$ cat config.mk
export PLATFORM = sky130hd
export DESIGN_NAME = microcode_sequencer_flat
export DESIGN_NICKNAME = d
export VERILOG_FILES = /design/src/rtl/microcode_sequencer_if.sv /design/src/rtl/microcode_sequencer.sv /design/src/flat_wrapper.sv
export SDC_FILE = /design/constraint.sdc
export NUM_CORES = 1
export LEC_CHECK = 0
export ABC_AREA = 1
export ABC_CLOCK_PERIOD_IN_PS = 3640
export BUFFER_PORTS_ARGS = -buffer_cell sky130_fd_sc_hd__buf_2
export CAP_MARGIN = 40
export CORE_MARGIN = 4
export CORE_UTILIZATION = 48
export CTS_CLUSTER_DIAMETER = 50
export DETAILED_ROUTE_END_ITERATION = 7
export PLACE_DENSITY_LB_ADDON = 0.05
export SLEW_MARGIN = 20
export SYNTH_ARGS = -nofsm -noshare
export SYNTH_HDL_FRONTEND = slang
export SYNTH_SLANG_ARGS = --single-unit
$ cat constraint.sdc
create_clock -name clock -period 3.64 [get_ports clock]
set_input_delay 0.728 -clock clock [delete_from_list [all_inputs] [get_ports clock]]
set_output_delay 0.728 -clock clock [all_outputs]
set_load 0.01 [all_outputs]
$ cat src/rtl/microcode_sequencer_if.sv
// rtl/microcode_sequencer_if.sv - instruction issue handshake between front end and sequencer
//
// Signals:
//   instr        16-bit instruction word offered by the front end
//   instr_valid  instruction offered this cycle
//   instr_ready  sequencer can take an instruction this cycle
// Modports:
//   master  instruction source (front end / testbench)
//   slave   microcode_sequencer
interface microcode_sequencer_if;
  logic [15:0] instr;
  logic        instr_valid;
  logic        instr_ready;

  modport master (
    output instr,
    output instr_valid,
    input  instr_ready
  );

  modport slave (
    input  instr,
    input  instr_valid,
    output instr_ready
  );
endinterface

$ cat src/rtl/microcode_sequencer.sv
// rtl/microcode_sequencer.sv - microcode sequencer: instruction latch, step index, ROM address, register enables
//
// Ports:
//   clock         rising-edge system clock
//   reset         synchronous active-high reset
//   instr_if      instruction handshake (slave side): instr, instr_valid, instr_ready
//   mc_addr       microcode ROM address {opcode, m1!=0, m2!=0, attached, step}
//   uc_end        microcode: last micro-op of the instruction
//   uc_branch     microcode branch condition: 00 none, 01 flag[0], 10 flag[1], 11 either
//   uc_wait       microcode: hold the step until mem_ready
//   uc_dst_in     load register selected by dst field
//   uc_src_in     load register selected by src field
//   uc_dst_out    drive register selected by dst field
//   uc_src_out    drive register selected by src field
//   flag          condition flags from ALU/bus
//   mem_ready     memory/IO completion
//   reg_in        register load enables (one bit per register)
//   reg_out       register drive enables (one bit per register)
//   busy          sequencer is running an instruction
//   step          current microcode step index
//   overflow_err  one-cycle pulse after a step overflow aborted the instruction
module microcode_sequencer #(
  parameter int STEP_W     = 4,
  parameter int OP_W       = 4,
  parameter int RSEL_W     = 3,
  parameter int BRANCH_OFS = 8
) (
  input  logic                       clock,
  input  logic                       reset,
  microcode_sequencer_if.slave       instr_if,
  output logic [OP_W+3+STEP_W-1:0]   mc_addr,
  input  logic                       uc_end,
  input  logic [1:0]                 uc_branch,
  input  logic                       uc_wait,
  input  logic                       uc_dst_in,
  input  logic                       uc_src_in,
  input  logic                       uc_dst_out,
  input  logic                       uc_src_out,
  input  logic [1:0]                 flag,
  input  logic                       mem_ready,
  output logic [(2**RSEL_W)-1:0]     reg_in,
  output logic [(2**RSEL_W)-1:0]     reg_out,
  output logic                       busy,
  output logic [STEP_W-1:0]          step,
  output logic                       overflow_err
);

  localparam int NREG = 2 ** RSEL_W;

  typedef enum logic {
    IDLE = 1'b0,
    RUN  = 1'b1
  } state_t;

  state_t              state_q, state_d;
  logic [STEP_W-1:0]   step_q, step_d;
  logic                ovf_q, ovf_d;

  // Only the instruction fields the sequencer actually consumes are latched.
  logic [OP_W-1:0]     op_q, op_d;
  logic                m1_nz_q, m1_nz_d;
  logic                m2_nz_q, m2_nz_d;
  logic                att_q, att_d;
  logic [RSEL_W-1:0]   dst_q, dst_d;
  logic [RSEL_W-1:0]   src_q, src_d;

  logic                branch_taken;
  logic [STEP_W:0]     inc;
  logic [STEP_W:0]     step_sum;
  logic                running;

  assign running = (state_q == RUN);

  always_comb begin
    branch_taken = 1'b0;
    case (uc_branch)
      2'b01:   branch_taken = flag[0];
      2'b10:   branch_taken = flag[1];
      2'b11:   branch_taken = flag[0] | flag[1];
      default: branch_taken = 1'b0;
    endcase
  end

  // One extra bit on the sum so the carry out of the step field is visible.
  assign inc      = branch_taken ? (STEP_W+1)'(BRANCH_OFS) : (STEP_W+1)'(1);
  assign step_sum = {1'b0, step_q} + inc;

  always_ff @(posedge clock) begin
    if (reset) begin
      state_q <= IDLE;
      step_q  <= '0;
      ovf_q   <= 1'b0;
      op_q    <= '0;
      m1_nz_q <= 1'b0;
      m2_nz_q <= 1'b0;
      att_q   <= 1'b0;
      dst_q   <= '0;
      src_q   <= '0;
    end else begin
      state_q <= state_d;
      step_q  <= step_d;
      ovf_q   <= ovf_d;
      op_q    <= op_d;
      m1_nz_q <= m1_nz_d;
      m2_nz_q <= m2_nz_d;
      att_q   <= att_d;
      dst_q   <= dst_d;
      src_q   <= src_d;
    end
  end

  always_comb begin
    state_d = state_q;
    step_d  = step_q;
    ovf_d   = 1'b0;
    op_d    = op_q;
    m1_nz_d = m1_nz_q;
    m2_nz_d = m2_nz_q;
    att_d   = att_q;
    dst_d   = dst_q;
    src_d   = src_q;

    case (state_q)
      IDLE: begin
        if (instr_if.instr_valid) begin
          op_d    = instr_if.instr[15 -: OP_W];
          m1_nz_d = |instr_if.instr[11:10];
          m2_nz_d = |instr_if.instr[9:8];
          att_d   = instr_if.instr[1];
          dst_d   = instr_if.instr[5 +: RSEL_W];
          src_d   = instr_if.instr[2 +: RSEL_W];
          step_d  = '0;
          state_d = RUN;
        end
      end
      RUN: begin
        if (uc_end) begin
          // End beats a pending wait: the instruction is finished regardless.
          state_d = IDLE;
          step_d  = '0;
        end else if (uc_wait && !mem_ready) begin
          step_d = step_q;
        end else if (step_sum[STEP_W]) begin
          state_d = IDLE;
          step_d  = '0;
          ovf_d   = 1'b1;
        end else begin
          step_d = step_sum[STEP_W-1:0];
        end
      end
      default: begin
        state_d = IDLE;
        step_d  = '0;
      end
    endcase
  end

  // Enables follow the microcode fields combinationally, so they stay up
  // through a wait stall and on the cycle that overflows.
  always_comb begin
    reg_in  = '0;
    reg_out = '0;
    for (int k = 0; k < NREG; k++) begin
      reg_in[k]  = running && ((uc_dst_in  && (dst_q == RSEL_W'(k))) ||
                               (uc_src_in  && (src_q == RSEL_W'(k))));
      reg_out[k] = running && ((uc_dst_out && (dst_q == RSEL_W'(k))) ||
                               (uc_src_out && (src_q == RSEL_W'(k))));
    end
  end

  assign instr_if.instr_ready = (state_q == IDLE);
  assign mc_addr              = {op_q, m1_nz_q, m2_nz_q, att_q, step_q};
  assign busy                 = running;
  assign step                 = step_q;
  assign overflow_err         = ovf_q;

endmodule

$ cat src/flat_wrapper.sv
// flat-port wrapper written by rule: the top's interface ports become plain ports
module microcode_sequencer_flat 
#(
  parameter int STEP_W     = 4,
  parameter int OP_W       = 4,
  parameter int RSEL_W     = 3,
  parameter int BRANCH_OFS = 8
)
  (clock, reset, mc_addr, uc_end, uc_branch, uc_wait, uc_dst_in, uc_src_in, uc_dst_out, uc_src_out, flag, mem_ready, reg_in, reg_out, busy, step, overflow_err, instr_if_instr, instr_if_instr_valid, instr_if_instr_ready);
  microcode_sequencer_if instr_if_i ();
  input  logic clock;
  input  logic reset;
  output logic [OP_W+3+STEP_W-1:0] mc_addr;
  input  logic uc_end;
  input  logic [1:0] uc_branch;
  input  logic uc_wait;
  input  logic uc_dst_in;
  input  logic uc_src_in;
  input  logic uc_dst_out;
  input  logic uc_src_out;
  input  logic [1:0] flag;
  input  logic mem_ready;
  output logic [(2**RSEL_W)-1:0] reg_in;
  output logic [(2**RSEL_W)-1:0] reg_out;
  output logic busy;
  output logic [STEP_W-1:0] step;
  output logic overflow_err;
  input wire logic [$bits(instr_if_i.instr)-1:0] instr_if_instr;
  input wire logic [$bits(instr_if_i.instr_valid)-1:0] instr_if_instr_valid;
  output wire logic [$bits(instr_if_i.instr_ready)-1:0] instr_if_instr_ready;
  assign instr_if_i.instr = instr_if_instr;
  assign instr_if_i.instr_valid = instr_if_instr_valid;
  assign instr_if_instr_ready = instr_if_i.instr_ready;
  microcode_sequencer #(.STEP_W(STEP_W), .OP_W(OP_W), .RSEL_W(RSEL_W), .BRANCH_OFS(BRANCH_OFS)) u_core (.clock(clock), .reset(reset), .instr_if(instr_if_i), .mc_addr(mc_addr), .uc_end(uc_end), .uc_branch(uc_branch), .uc_wait(uc_wait), .uc_dst_in(uc_dst_in), .uc_src_in(uc_src_in), .uc_dst_out(uc_dst_out), .uc_src_out(uc_src_out), .flag(flag), .mem_ready(mem_ready), .reg_in(reg_in), .reg_out(reg_out), .busy(busy), .step(step), .overflow_err(overflow_err));
endmodule
# Word level (Yosys, flattened, before mapping)
# Cells that the tools add are included.
# totals
reg_bits,19
inputBits,30
output_inout_bits,34
# op_classes
add_sub_neg,1
eq_ne,19
muxes,13
bitwise,2
reduce_logical,73
# ops
operator,count
$logic_and A1 B1 Y1,49
$eq A3 B3 Y1 const B,8
$mux W4,5
$logic_or A1 B1 Y1,16
$eq A3 B2 Y1 const B,4
$pmux W4 S2,1
$eq A3 B1 Y1 const B,2
$logic_not A3 Y1,2
$add A4 B5 Y5,1
$mux W1,5
$eq A2 B2 Y1 const B,2
$reduce_and A2 Y1,2
$reduce_or A2 Y1,2
$reduce_or A4 Y1,1
$ne A3 B3 Y1 const B,1
$pmux W1 S3,1
$eq A2 B1 Y1 const B,1
$ne A2 B2 Y1 const B,1
$pmux W1 S2,1
$logic_not A1 Y1,1
$not A1 Y1,1
$or A1 B1 Y1,1

# Longest topological paths before layout
# depth
word_depth,8
mapped_depth,10
depth_no_buf,10

# Least setup slack after synthesis
# No wires, ideal clock.
# synth_path
kind,in2out
from,in uc_src_in
to,out reg_in[0]
arrival_time_ns,1.288
setup_slack_ns,1.624
path_stages,3
n_path_buf,1
cell_sequence,clkbuf_1 -> nand4_1 -> a21oi_1
# synth_via
elab_chain_cells,3
# synth_lines
element,line,rtl
from (decl),flat_wrapper.sv:18,input logic uc_src_in;
$logic_and A1 B1 Y1,microcode_sequencer.sv:165,(uc_src_in && (src_q == RSEL_W'(k))));
$logic_or A1 B1 Y1,microcode_sequencer.sv:164,reg_in[k] = running && ((uc_dst_in && (dst_q == RSEL_W'(k))) ||
$logic_and A1 B1 Y1,microcode_sequencer.sv:164,
to (decl),flat_wrapper.sv:23,output logic [(2**RSEL_W)-1:0] reg_in;
# No other way between the ends.

# Worst setup path after layout
# layout_path
from,reg u_core.src_q[1]
to,out reg_in[4]
# layout_via
elab_chain_cells,4
# layout_lines
element,line,rtl
from (decl),microcode_sequencer.sv:65,"logic [RSEL_W-1:0] src_q, src_d;"
from (signal assigned),microcode_sequencer.sv:108,src_q <= src_d;
$eq A3 B3 Y1,microcode_sequencer.sv:165,
$logic_and A1 B1 Y1,microcode_sequencer.sv:165,
$logic_or A1 B1 Y1,microcode_sequencer.sv:164,
$logic_and A1 B1 Y1,microcode_sequencer.sv:164,
# No other way between the ends.

==> results.toml <==
[outcome]
status = "completed"

[sta]
worst_slack_ns = 1.35
slew_viol_final = 0
finalCritPeriodShare_pct = 62.9
hold_violations = 0
fin_crit_ns = 2.29
fin_tns_setup_ns = 0
clock_skew_ns = 0.000786
rsz0062_at_grt = "false"
finalSetupViolations = 0
fmax_ghz = 0.436
worst_pin_slew_ns = 0.377
timing.hold.ws_ns = 0.489
max_slew_margin_pct = 74.8

[placed_design]
hpwl_um = 2490
io_buffer_count = 62
preCtsSetupSlack_ns = 1.49
routabilityCongestion = 0.868

[clocking]
cts_resized = 0
cts_setup_buffers = 0
clock_latency_ns = 0.29
clockBufferDepth = 2
clk_pin_slew_ns = 0.11
cts_root_buf = "clkbuf_4"
h-tree-depth = 1
cts.sinks = 19
cts_tree = "done"
numCtsBuffers = 3
holdBufCountCts = 0

[yosys]
syn-instance-count = 175
synth_edf_count = 0
synth_top_cell_area_share_pct = 31.5
async_flop_share_pct = 0
ys_ff_latch = 19
yosys.area.top_type = "dfxtp_1"
synth-seq-area-share_pct = 31.5
synth_most_common_cell = "nand4_1"
synth.top_cells.by_count = "nand4_1, a21oi_1, dfxtp_1"
syn_area_per_cell_um2 = 6.89
yosysUniqueCellTypes = 20
synth.cell_area_um2 = 1210
synthFlopType = "dfxtp_1"
yosys_warnings = 0
ys_top_cells_by_area = "dfxtp_1, nand4_1, a21oi_1, o21ai_0, buf_4"
synth_nets = 208

[layout]
fillCellCount = 220
drive_above_1_share_pct = 31.8
num_antenna_cells = 0
area_growth_pct = 20.9
seq_area_um2 = 380
nNetsFinal = 254
multiInputGateArea_um2 = 638

[route]
route.detailed.wl_per_inst_um = 13.4
route.antenna.remaining_nets = 0
drt_iter0_markers = 58
drt_wl_total_um = 3320
vias = 1384
first_pass_iters = 4
viasPerCell = 5.58
drc = 0

[die]
coreArea_um2 = 2300
die_h_um = 58.1
initial_utilization_pct = 52.5
fp.dieW_um = 58.1
num_rows = 17
die_area_um2 = 3380
ioPinCount = 64

[critical_path]
critPathKind = "reg -> out"
path_cells = "clkinv_1 -> nand4_1 -> a21oi_1 -> buf_2"
cp_data_required_time_ns = 2.91
cp_slowest_cell = "dfxtp_1"
max_stage_delay_ns = 0.52
startpoint_type = "flop"
end_kind = "output port"
crit_fanout = 9
critPathArrivalTime_ns = 1.56

[power_and_ir_drop]
swShare_pct = 33.0
p_int_w = 0.000302
p_leak_nw = 0.683
power_frac_comb_pct = 23.2
clock_power_share_pct = 24.1
netSwitchingPower_w = 0.000149
powerDensity_nw_per_um2 = 310
ir_drop_mv = 0.193
seqPwrFrac_pct = 52.7

[hold_path]
hp-class = "reg -> reg"

[grt]
grt_pass1_vias = 1252
grt_pass1_wl_um = 5400
grt-ovfl-total = 0
grt_usage_pct = 19.9
grt_max_degree = 26
antenna_found_initial = 0

[flow_run]
max_cap_viol_count = 0
==> area by class of cell <==
class | count | area share (%)
timing repair buffer | 62 | 21.3
inverter | 18 | 4.64
clock buffer | 4 | 1.80
sequential | 19 | 26.1
tap | 28 | 2.40
multi-input combinational | 117 | 43.8
==> flip-flops by register name, indices dropped and copies added, names as in the netlist <==
signal	flops
u_core.overflow_err	1
u_core.step	4
u_core.src_q	3
u_core.dst_q	3
u_core.op_q	4
u_core.att_q	1
u_core.m2_nz_q	1
u_core.busy	1
u_core.m1_nz_q	1
==> through the flow <==
| stage | utilization [%] | power [W] | cell area, um^2 | instances |
|---|---|---|---|---|
| floorplan | - | 0.000314 | 1210 | 175 |
| global placement | 62.3 | 0.000341 | 1430 | 244 |
| detailed placement | 62.3 | 0.000346 | 1430 | 244 |
| CTS | 63.5 | 0.000452 | 1460 | 248 |
| global route | 63.5 | 0.000478 | 1460 | 248 |
| finish | 63.5 | 0.000451 | 1460 | 248 |
==> final timing paths <==
kind,startpoint,to,slack [ns],cells past startpoint
setup / recovery,u_core.src_q[1]$_SDFFE_PP0P_,reg_in[4],1.35,4
hold / removal,u_core.op_q[2]$_SDFFE_PP0P_,u_core.op_q[2]$_SDFFE_PP0P_,0.49,2
setup reg to reg,u_core.busy$_SDFF_PP0_,u_core.m2_nz_q$_SDFFE_PP0P_,2.25,5
hold reg to reg,u_core.op_q[2]$_SDFFE_PP0P_,u_core.op_q[2]$_SDFFE_PP0P_,0.49,2
==> critical path, delay by kind of cell, from the launching register on <==
family	cells	cell delay, ns
buffers and inverters	2	0.48
AOI/OAI and AO/OA	1	0.08
DFF	1	0.52
and+or+nand+nor	1	0.19
==> layer usage <==
metal | share of wire [%] | track usage, % | up-vias
met5 | 0 | 0 | -
met4 | 0.54 | 3.64 | 0
met3 | 8.2 | 5.35 | 2
met2 | 50 | 36.1 | 58
met1 | 41 | 23.4 | 620
li1 | - | - | 704
==> power by group through the flow <==
stage / sequential (W) / clock [W] / combinational (W)
finish: 0.000238 / 0.000109 / 0.000105
global route: 0.000241 / 0.000121 / 0.000117
CTS: 0.000237 / 0.000111 / 0.000104
detailed placement: 0.000242 / 0 / 0.000104
global placement: 0.000241 / 0 / 0.000100
floorplan: 0.000233 / 0 / 0.0000813
==> kinds of logic (layout without fill, tap and decap cells) <==
| group | Yosys count | after routing | synth area share (%) |
|---|---|---|---|
| AO/OA/AOI/OAI | 42 | 42 | 17.5 |
| AND/OR/NAND/NOR | 72 | 72 | 32.3 |
| flip-flops | 19 | 19 | 31.5 |
| buffers and inverters | 39 | 84 | 15.6 |
| adder cells (fa/ha/maj) | 3 | 3 | 3.11 |
==> layout by cell type (no fill, tap or decap) <==
cell type	instances
clkbuf_1	1
ha_1	3
nand2_2	1
nand2_4	1
nor3_1	2
nand2_1	13
nor2_4	2
inv_2	1
nand3_1	7
nand4_1	33
a21oi_1	27
clkinv_1	6
clkbuf_4	3
o21ai_0	14
buf_2	62
nor2_1	13
inv_1	11
o22ai_1	1
dfxtp_1	19
No activity file was read; power rests on OpenSTA's default activity.
